`src/rtl/imem_program_loader.sv`:
```
// imem_program_loader: byte-stream loader feeding the low/high 16x16
// instruction-memory banks.
//
// A load is a count byte N (0 or >=32 means 32 words), 2N little-endian data
// bytes, and an 8-bit wrap-around checksum of the data bytes. Each assembled
// word is committed with a one-cycle strobe to the low bank (addr[4]=0) or
// the high bank (addr[4]=1). The CPU is held for the whole load. Successful
// completion pulses LOAD_DONE. A checksum mismatch or an idle timeout sets
// the sticky LOAD_ERROR flag.
//
// Ports:
//   CLOCK, RESET        clock, asynchronous active-low reset
//   LOAD_START          request a load (honoured only in IDLE)
//   BYTE_IN/BYTE_VALID  incoming byte stream
//   BYTE_READY          loader accepts a byte this cycle
//   IMEM_INPUT          assembled instruction word
//   WRITE_SELECT        word index within the selected bank
//   WRITE_ENABLE_LOW    write strobe, low bank
//   WRITE_ENABLE_HIGH   write strobe, high bank
//   CPU_HOLD            CPU stall while the loader is busy
//   LOAD_DONE           one-cycle success pulse
//   LOAD_ERROR          sticky failure flag
module imem_program_loader #(
  parameter int unsigned TIMEOUT_CYCLES = 65535,
  parameter int unsigned TIMEOUT_WIDTH  = 16
) (
  input  logic        CLOCK,
  input  logic        RESET,
  input  logic        LOAD_START,
  input  logic [7:0]  BYTE_IN,
  input  logic        BYTE_VALID,
  output logic        BYTE_READY,
  output logic [15:0] IMEM_INPUT,
  output logic [3:0]  WRITE_SELECT,
  output logic        WRITE_ENABLE_LOW,
  output logic        WRITE_ENABLE_HIGH,
  output logic        CPU_HOLD,
  output logic        LOAD_DONE,
  output logic        LOAD_ERROR
);

  localparam int unsigned ADDR_W = 6;
  localparam int unsigned WORD_W = 16;
  localparam logic [TIMEOUT_WIDTH-1:0] TIMEOUT_LAST =
    TIMEOUT_WIDTH'(TIMEOUT_CYCLES - 1);

  typedef enum logic [2:0] {
    S_IDLE,
    S_COUNT,
    S_LO,
    S_HI,
    S_WRITE,
    S_CHECK,
    S_DONE,
    S_ERROR
  } state_t;

  state_t                   state;
  state_t                   next_state;
  logic [ADDR_W-1:0]        addr_q;
  logic [ADDR_W-1:0]        n_q;
  logic [7:0]               csum_q;
  logic [WORD_W-1:0]        word_q;
  logic [TIMEOUT_WIDTH-1:0] tcnt_q;

  logic                     accept_c;
  logic                     rx_state_c;
  logic                     timeout_c;
  logic [ADDR_W-1:0]        addr_inc_c;
  logic [ADDR_W-1:0]        n_decode_c;
  logic                     next_rx_c;

  // Byte handshake and timeout detection.
  always_comb begin
    rx_state_c = (state == S_COUNT) || (state == S_LO) ||
                 (state == S_HI)    || (state == S_CHECK);
    accept_c   = BYTE_VALID && BYTE_READY;
    timeout_c  = rx_state_c && !accept_c && (tcnt_q == TIMEOUT_LAST);
    addr_inc_c = addr_q + ADDR_W'(1);
    // 0 and anything >= 32 both mean a full 32-word load.
    if ((BYTE_IN == 8'd0) || (BYTE_IN >= 8'd32)) begin
      n_decode_c = ADDR_W'(32);
    end else begin
      n_decode_c = ADDR_W'(BYTE_IN[4:0]);
    end
  end

  // State register.
  always_ff @(posedge CLOCK or negedge RESET) begin
    if (!RESET) begin
      state <= S_IDLE;
    end else begin
      state <= next_state;
    end
  end

  // Next-state logic; a timeout overrides any other transition.
  always_comb begin
    next_state = state;
    next_rx_c  = 1'b0;
    case (state)
      S_IDLE:  if (LOAD_START) next_state = S_COUNT;
      S_COUNT: if (accept_c) next_state = S_LO;
      S_LO:    if (accept_c) next_state = S_HI;
      S_HI:    if (accept_c) next_state = S_WRITE;
      S_WRITE: next_state = (addr_inc_c == n_q) ? S_CHECK : S_LO;
      S_CHECK: begin
        if (accept_c) begin
          next_state = (BYTE_IN == csum_q) ? S_DONE : S_ERROR;
        end
      end
      S_DONE:  next_state = S_IDLE;
      S_ERROR: next_state = S_IDLE;
      default: next_state = S_IDLE;
    endcase
    if (timeout_c) begin
      next_state = S_ERROR;
    end
    next_rx_c = (next_state == S_COUNT) || (next_state == S_LO) ||
                (next_state == S_HI)    || (next_state == S_CHECK);
  end

  // Datapath and registered outputs.
  always_ff @(posedge CLOCK or negedge RESET) begin
    if (!RESET) begin
      addr_q            <= '0;
      n_q               <= '0;
      csum_q            <= '0;
      word_q            <= '0;
      tcnt_q            <= '0;
      BYTE_READY        <= 1'b0;
      IMEM_INPUT        <= '0;
      WRITE_SELECT      <= '0;
      WRITE_ENABLE_LOW  <= 1'b0;
      WRITE_ENABLE_HIGH <= 1'b0;
      CPU_HOLD          <= 1'b0;
      LOAD_DONE         <= 1'b0;
      LOAD_ERROR        <= 1'b0;
    end else begin
      // Ready and hold track the state being entered so they line up with it.
      BYTE_READY        <= next_rx_c;
      CPU_HOLD          <= (next_state != S_IDLE);
      WRITE_ENABLE_LOW  <= 1'b0;
      WRITE_ENABLE_HIGH <= 1'b0;
      LOAD_DONE         <= (state == S_DONE);

      // Idle counter runs only while waiting for a byte.
      if (rx_state_c && !accept_c && !timeout_c) begin
        tcnt_q <= tcnt_q + TIMEOUT_WIDTH'(1);
      end else begin
        tcnt_q <= '0;
      end

      case (state)
        S_IDLE: begin
          if (LOAD_START) LOAD_ERROR <= 1'b0;
        end
        S_COUNT: begin
          if (accept_c) begin
            n_q    <= n_decode_c;
            addr_q <= '0;
            csum_q <= '0;
          end
        end
        S_LO: begin
          if (accept_c) begin
            word_q[7:0] <= BYTE_IN;
            csum_q      <= csum_q + BYTE_IN;
          end
        end
        S_HI: begin
          if (accept_c) begin
            word_q[15:8] <= BYTE_IN;
            csum_q       <= csum_q + BYTE_IN;
          end
        end
        S_WRITE: begin
          IMEM_INPUT        <= word_q;
          WRITE_SELECT      <= addr_q[3:0];
          WRITE_ENABLE_LOW  <= ~addr_q[4];
          WRITE_ENABLE_HIGH <= addr_q[4];
          addr_q            <= addr_inc_c;
        end
        S_ERROR: begin
          LOAD_ERROR <= 1'b1;
        end
        default: begin
        end
      endcase
    end
  end

endmodule

```
`config.mk`:
```
export PLATFORM = sky130hd
export DESIGN_NAME = imem_program_loader
export DESIGN_NICKNAME = d
export VERILOG_FILES = /design/src/rtl/imem_program_loader.sv
export SDC_FILE = /design/constraint.sdc
export NUM_CORES = 1
export LEC_CHECK = 0
export CELL_PAD_IN_SITES_DETAIL_PLACEMENT = 1
export CELL_PAD_IN_SITES_GLOBAL_PLACEMENT = 1
export CORE_ASPECT_RATIO = 0.5
export CORE_UTILIZATION = 40
export CTS_BUF_LIST = sky130_fd_sc_hd__clkbuf_2
export DETAILED_ROUTE_END_ITERATION = 7
export HOLD_SLACK_MARGIN = 0.15
export PLACE_DENSITY_LB_ADDON = 0.1
export SLEW_MARGIN = 20
export SYNTH_ARGS = -nofsm -noshare
export SYNTH_HDL_FRONTEND = slang
export SYNTH_SLANG_ARGS = --single-unit
```
`constraint.sdc`:
```
create_clock -name CLOCK -period 1.93 [get_ports CLOCK]
set_input_delay 0.386 -clock CLOCK [delete_from_list [all_inputs] [get_ports CLOCK]]
set_output_delay 0.386 -clock CLOCK [all_outputs]
set_load 0.01 [all_outputs]
```
==> impl_metrics.env, run 1 <==
export IMPL_status="finished, violations left"
export IMPL_violations="negative setup slack"
export IMPL_internal_power_w=0.00425
export IMPL_core_mm2=0.00904
export IMPL_place_area_mm2=0.00470
export IMPL_rsz0062_at_grt="true"
export IMPL_setup_viol=3
export IMPL_wl_met2_mm=4.97
export IMPL_powerDensity_mw_per_mm2=1310
export IMPL_post_route_min_period_ns=2.06
export IMPL_maxCapViolCount=0
export IMPL_antenna_found_initial=0
export IMPL_switching_share_pct=36.9
export IMPL_cts_tree="yes"
export IMPL_routedWlPerCell_um=17.1
export IMPL_io_buffers=37
export IMPL_cts_buffers=9
export IMPL_setup_slack_ns=-0.131
export IMPL_layout_commonest_cell="nand2_1"
export IMPL_slew_violations=0
export IMPL_dp_hpwl_mm=7.66
export IMPL_first_global_vias=3487
export IMPL_stdcell_area_mm2=0.00515
export IMPL_wl_mm=10.6
export IMPL_final_cell_mix="nand2_1 (84), dfrtp_1 (78), buf_4 (57), nor2_1 (30)"
export IMPL_placementRows=24
export IMPL_drive_gt1_share_pct=24.3
export IMPL_start_kind="register"
export IMPL_crit_chain="ha_4, inv_2, fa_2, nor2b_4, o21ai_2, a21boi_2, o21a_1, or3_1, a32o_1"
export IMPL_synth_nets=419
export IMPL_worst_pin_slew_ns=0.425
export IMPL_synth_ff_type="dfrtp_1"
export IMPL_track_usage_pct=22.8
export IMPL_post_route_period_util_pct=107
export IMPL_hp_class="primary input to async pin"
export IMPL_place_ws_ns=-0.749
export IMPL_critPathSlowestCell="dfrtp_2"
export IMPL_die_h_um=71.6
export IMPL_crit_type="register to register"
export IMPL_first_iter_violations=111
export IMPL_met1Wirelength_mm=5.19
export IMPL_grt_first_pass_wirelength_mm=17.7
export IMPL_vias=3261
export IMPL_critical_path_max_stage_delay_ns=0.50
export IMPL_synth_seq_cells=81
export IMPL_slew_headroom_pct=71.6
export IMPL_via_per_inst=5.23
export IMPL_crit_fanout=2
export IMPL_top_layer="met4"
export IMPL_synth_sequential_area_ratio_pct=52.3
export IMPL_async_flop_share_pct=100
export IMPL_synth_warnings=0
export IMPL_cts_sinks=81
export IMPL_worstPathArrival_ns=2.54
export IMPL_clock_latency_ns=0.57
export IMPL_drtPass1Iterations=4
export IMPL_power_leakage_nw=2.56
export IMPL_syn_area_mm2=0.00388
export IMPL_initial_core_util_pct=42.9
export IMPL_critPathCaptureType="register"
export IMPL_p_sw_w=0.00248
export IMPL_power_frac_comb_pct=44.4
export IMPL_syn_inst=396
export IMPL_route_met3_wl_um=369
export IMPL_required_ns=2.41
export IMPL_fmax_mhz=485
export IMPL_place_congestion=0.876
export IMPL_cts_max_level=3
export IMPL_tns_ns=-0.232
export IMPL_drcViolationCount=0
export IMPL_area_growth_pct=32.9
export IMPL_clkTransAtPathRegs_ns=0.26
export IMPL_synth_edf_count=0
export IMPL_ir_drop_v=0.000415
export IMPL_clk_path_buf_depth=2
export IMPL_dieWidth_um=141
export IMPL_grt_max_degree=38
export IMPL_antenna_left=0
export IMPL_cts_root_buf="clkbuf_2"
export IMPL_io_pin_count=38
export IMPL_power_frac_clock_pct=15.8
export IMPL_dieArea_mm2=0.0101
export IMPL_clock_skew_ns=0.0281
export IMPL_ys_types=47
export IMPL_finalHoldViolCount=0
export IMPL_syn_area_per_cell_um2=9.79
export IMPL_grt_overflow=0
export IMPL_diodes=0
export IMPL_power_frac_seq_pct=39.8
export IMPL_nets=512
export IMPL_power_total_w=0.00673
[synth_stat cells (all sizes together) (3+ instances only)]
master	instances	area [µm²]
a21oi	8	40.0
a31oi	3	18.8
and2	3	18.8
and3	5	36.3
buf	11	55.1
clkbuf	6	22.5
dfrtp	81	2030
ha	10	125
inv	15	56.3
mux2	16	180
nand2	84	315
nand2b	5	31.3
nand3	19	95.1
nand4	9	56.3
nor2	30	113
nor3	5	30.0
nor4	4	31.3
o211ai	3	22.5
o21ai	20	100
o31ai	4	30.0
o41ai	3	26.3
or3	3	18.8
xnor2	12	105
xor2	12	105
[worst max-delay path, delay by kind of cell, from the launching register on]
kind                       cells  cell delay (ns)
and+or+nand+nor                2             0.36
adders and majority gates      2             0.39
buffers and inverters          1             0.05
AOI/OAI and AO/OA              4             0.68
DFF                            1             0.50
[power groups by stage]
stage               combinational, W  sequential, W  clock, W
finish                       0.00299        0.00268   0.00106
global route                 0.00328        0.00277   0.00115
CTS                          0.00279        0.00266   0.00109
detailed placement           0.00265        0.00271         0
global placement             0.00253        0.00266         0
floorplan                    0.00145        0.00264         0
[registers in the layout (all words and copies together), names as in the netlist, 3 cells and up]
register,cells
addr_q,6
WRITE_SELECT,4
IMEM_INPUT,16
tcnt_q,16
csum_q,8
state,3
word_q,16
n_q,6
[through the flow]
step	util [%]	hold slack, ns	std cells
4_1_cts	54.6	0.195	610
5_1_grt	57.0	0.173	623
3_3_place_gp	52.0	0.309	588
6_report	57.0	0.206	623
3_5_place_dp	52.0	0.312	588
2_1_floorplan	-	0.0904	396
[worst paths after layout]
| check | slack [ns] | cells after the start | endpoint | startpoint |
|---|---|---|---|---|
| min reg2reg | 0.48 | 2 | IMEM_INPUT[7]$_DFFE_PN0P_ | word_q[7]$_DFFE_PN0P_ |
| max reg2reg | -0.13 | 9 | csum_q[6]$_DFFE_PN0P_ | csum_q[0]$_DFFE_PN0P_ |
| min in group CLOCK | 0.48 | 2 | IMEM_INPUT[7]$_DFFE_PN0P_ | word_q[7]$_DFFE_PN0P_ |
| min | 0.21 | 2 | IMEM_INPUT[4]$_DFFE_PN0P_ | RESET |
| max in group asynchronous | 1.08 | 3 | tcnt_q[2]$_DFF_PN0_ | RESET |
| max | -0.13 | 9 | csum_q[6]$_DFFE_PN0P_ | csum_q[0]$_DFFE_PN0P_ |
[routing by layer]
metal  vias up  GRT usage [%]
met5         -              0
met3        13           5.88
met4         0           5.56
met1      1658           30.2
li1       1544              -
met2        46           37.8
[cell families (layout without fill, tap and decap cells)]
logic type	Yosys count	in the layout	share of synthesized area, %
compound gates	56	56	9.45
xor+xnor	24	24	5.42
fa+ha+maj	11	11	3.74
buf+inv	32	129	3.45
flops	81	81	52.3
mux	16	16	4.65
simple gates	176	176	21.0
[area by class of cell]
type	count	area, µm²
fill	1009	3890
sequential	81	2030
multi-input combinational	283	1840
timing repair buffer	99	922
tap	130	163
clock inverter	6	92.6
inverter	15	56.3
clock buffer	9	45.0
[what timing repair did]
item                                    CTS  global route
buffers inserted                          6            13
pin swaps                                 3             9
hold buffers                              1             0
hold endpoints to repair                 81             0
resized for setup                        20            31
endpoints found under the setup margin   15            25
(Power assumes the default switching activity.)
==> run 2: changes to the inputs <==
Settings changed: REMOVE_ABC_BUFFERS set to 1.
==> run 2 against run 1 <==
The flow still finishes with violations (negative setup slack). Wire length fell by 3.1%. Worst setup slack improved by 0.015 ns. Cell count fell by 1.1%. Total power fell by 6.6%. Largest cell class unchanged. Sequential power barely moved. Non-clock buffer count fell by 8. Combinational power fell by 7.4%.
==> impl_metrics.env, run 2 (synthesis results as in run 1) <==
export IMPL_dieArea_mm2=0.0101
export IMPL_cts_max_level=3
export IMPL_start_kind="register"
export IMPL_rr_endpoint="csum_q[6]$_DFFE_PN0P_"
export IMPL_antenna_left=0
export IMPL_drcViolationCount=0
export IMPL_io_pin_count=38
export IMPL_grt_first_pass_wirelength_mm=17.4
export IMPL_finalHoldViolCount=0
export IMPL_violations="negative setup slack"
export IMPL_fmax_mhz=489
export IMPL_slew_violations=0
export IMPL_setup_slack_ns=-0.116
export IMPL_crit_fanout=2
export IMPL_place_area_mm2=0.00463
export IMPL_setup_viol=3
export IMPL_cts_root_buf="clkbuf_2"
export IMPL_cp_buffers_inverters=1
export IMPL_power_leakage_nw=2.41
export IMPL_drive_gt1_share_pct=22.0
export IMPL_reg_top3="IMEM_INPUT x16, tcnt_q x16, word_q x16"
export IMPL_clk_path_buf_depth=2
export IMPL_stdcell_area_mm2=0.00498
export IMPL_dp_hpwl_mm=7.23
export IMPL_grt_overflow=0
export IMPL_rsz0062_at_grt="true"
export IMPL_track_usage_pct=22.5
export IMPL_maxCapViolCount=0
export IMPL_place_ws_ns=-0.740
export IMPL_io_buffers=37
export IMPL_cts_sinks=81
export IMPL_antenna_found_initial=0
export IMPL_die_h_um=71.6
export IMPL_initial_core_util_pct=42.9
export IMPL_critical_path_max_stage_delay_ns=0.48
export IMPL_cts_tree="yes"
export IMPL_clkTransAtPathRegs_ns=0.25
export IMPL_layout_commonest_cell="nand2_1"
export IMPL_crit_family="compound AO/OA/AOI/OAI gates"
export IMPL_placementRows=24
export IMPL_worst_pin_slew_ns=0.471
export IMPL_required_ns=2.42
export IMPL_final_cell_mix="nand2_1 (84), dfrtp_1 (81), buf_4 (50), nor2_1 (30)"
export IMPL_hp_class="primary input to async pin"
export IMPL_wl_mm=10.3
export IMPL_post_route_min_period_ns=2.05
export IMPL_routedWlPerCell_um=16.7
export IMPL_crit_chain="ha_4, inv_2, fa_2, nor2b_4, o21ai_2, a21boi_2, o21a_1, or3_1, a32o_1"
export IMPL_nets=504
export IMPL_post_route_period_util_pct=106
export IMPL_place_congestion=0.884
export IMPL_drtPass1Iterations=4
export IMPL_r2r_slack_ns=-0.12
export IMPL_core_mm2=0.00904
export IMPL_diodes=0
export IMPL_first_iter_violations=162
export IMPL_cp_depth=9
export IMPL_r2r_start="csum_q[0]$_DFFE_PN0P_"
export IMPL_critPathCaptureType="register"
export IMPL_clock_latency_ns=0.59
export IMPL_ir_drop_v=0.000338
export IMPL_whs_ns=0.235
export IMPL_clock_skew_ns=0.0270
export IMPL_worstPathArrival_ns=2.54
export IMPL_powerDensity_mw_per_mm2=1260
export IMPL_first_global_vias=3503
export IMPL_critPathSlowestCell="dfrtp_1"
export IMPL_slew_headroom_pct=68.6
export IMPL_grt_max_degree=51
export IMPL_status="finished, violations left"
export IMPL_via_per_inst=5.27
export IMPL_dieWidth_um=141
export IMPL_crit_type="register to register"
export IMPL_vias=3245
export IMPL_tns_ns=-0.181
export IMPL_cts_buffers=9
export IMPL_area_growth_pct=28.6
export IMPL_power_total_w=0.00629
export IMPL_r2r_cells=9
## run 2: worst max path at each step
stage                           from  slack (ns)                     to
5_1_grt        csum_q[0]$_DFFE_PN0P_       -0.20  csum_q[6]$_DFFE_PN0P_
3_5_place_dp              BYTE_IN[1]       -0.74  csum_q[6]$_DFFE_PN0P_
6_report       csum_q[0]$_DFFE_PN0P_       -0.12  csum_q[6]$_DFFE_PN0P_
4_1_cts        csum_q[0]$_DFFE_PN0P_       -0.08  csum_q[6]$_DFFE_PN0P_
2_1_floorplan     state[2]$_DFF_PN0_       -0.06  addr_q[3]$_DFFE_PN0P_
3_3_place_gp              BYTE_IN[1]       -0.61  csum_q[6]$_DFFE_PN0P_
## run 2: per-layer routing
metal / track usage [%] / wire, µm / up-vias
li1: - / - / 1531
met1: 29.1 / 4860 / 1642
met2: 38.4 / 5020 / 59
met3: 5.55 / 303 / 13
met4: 5.80 / 118 / 0
met5: 0 / 0 / -
## run 2: where the power goes
part / switching [W] / internal, W / leakage [nW]
registers: 0.000431 / 0.00223 / 1.05
clock network: 0.000670 / 0.000179 / 0.0553
logic: 0.00138 / 0.00139 / 1.30
total: 0.00248 / 0.00381 / 2.41
## run 2: layout make-up
cell class	instances	area (µm²)
Multi-Input combinational cell	283	1830
Inverter	15	56.3
Timing Repair Buffer	91	811
Tap cell	130	163
Clock buffer	9	45.0
Fill cell	1036	4050
Sequential cell	81	2030
Clock inverter	7	53.8
## run 2: what timing repair did
| item | CTS | global route |
|---|---|---|
| hold endpoints to repair | 81 | 0 |
| hold buffers | 1 | 0 |
| setup endpoints to repair | 23 | 13 |
| gates cloned | 0 | 0 |
| pin swaps | 3 | 11 |
| buffers inserted | 13 | 5 |
| gates resized for setup | 24 | 21 |
## run 2: through the flow
step,cells,utilization (%)
floorplan,379,-
global placement,581,51.2
detailed placement,581,51.2
CTS,611,53.4
global route,616,55.1
finish,616,55.1
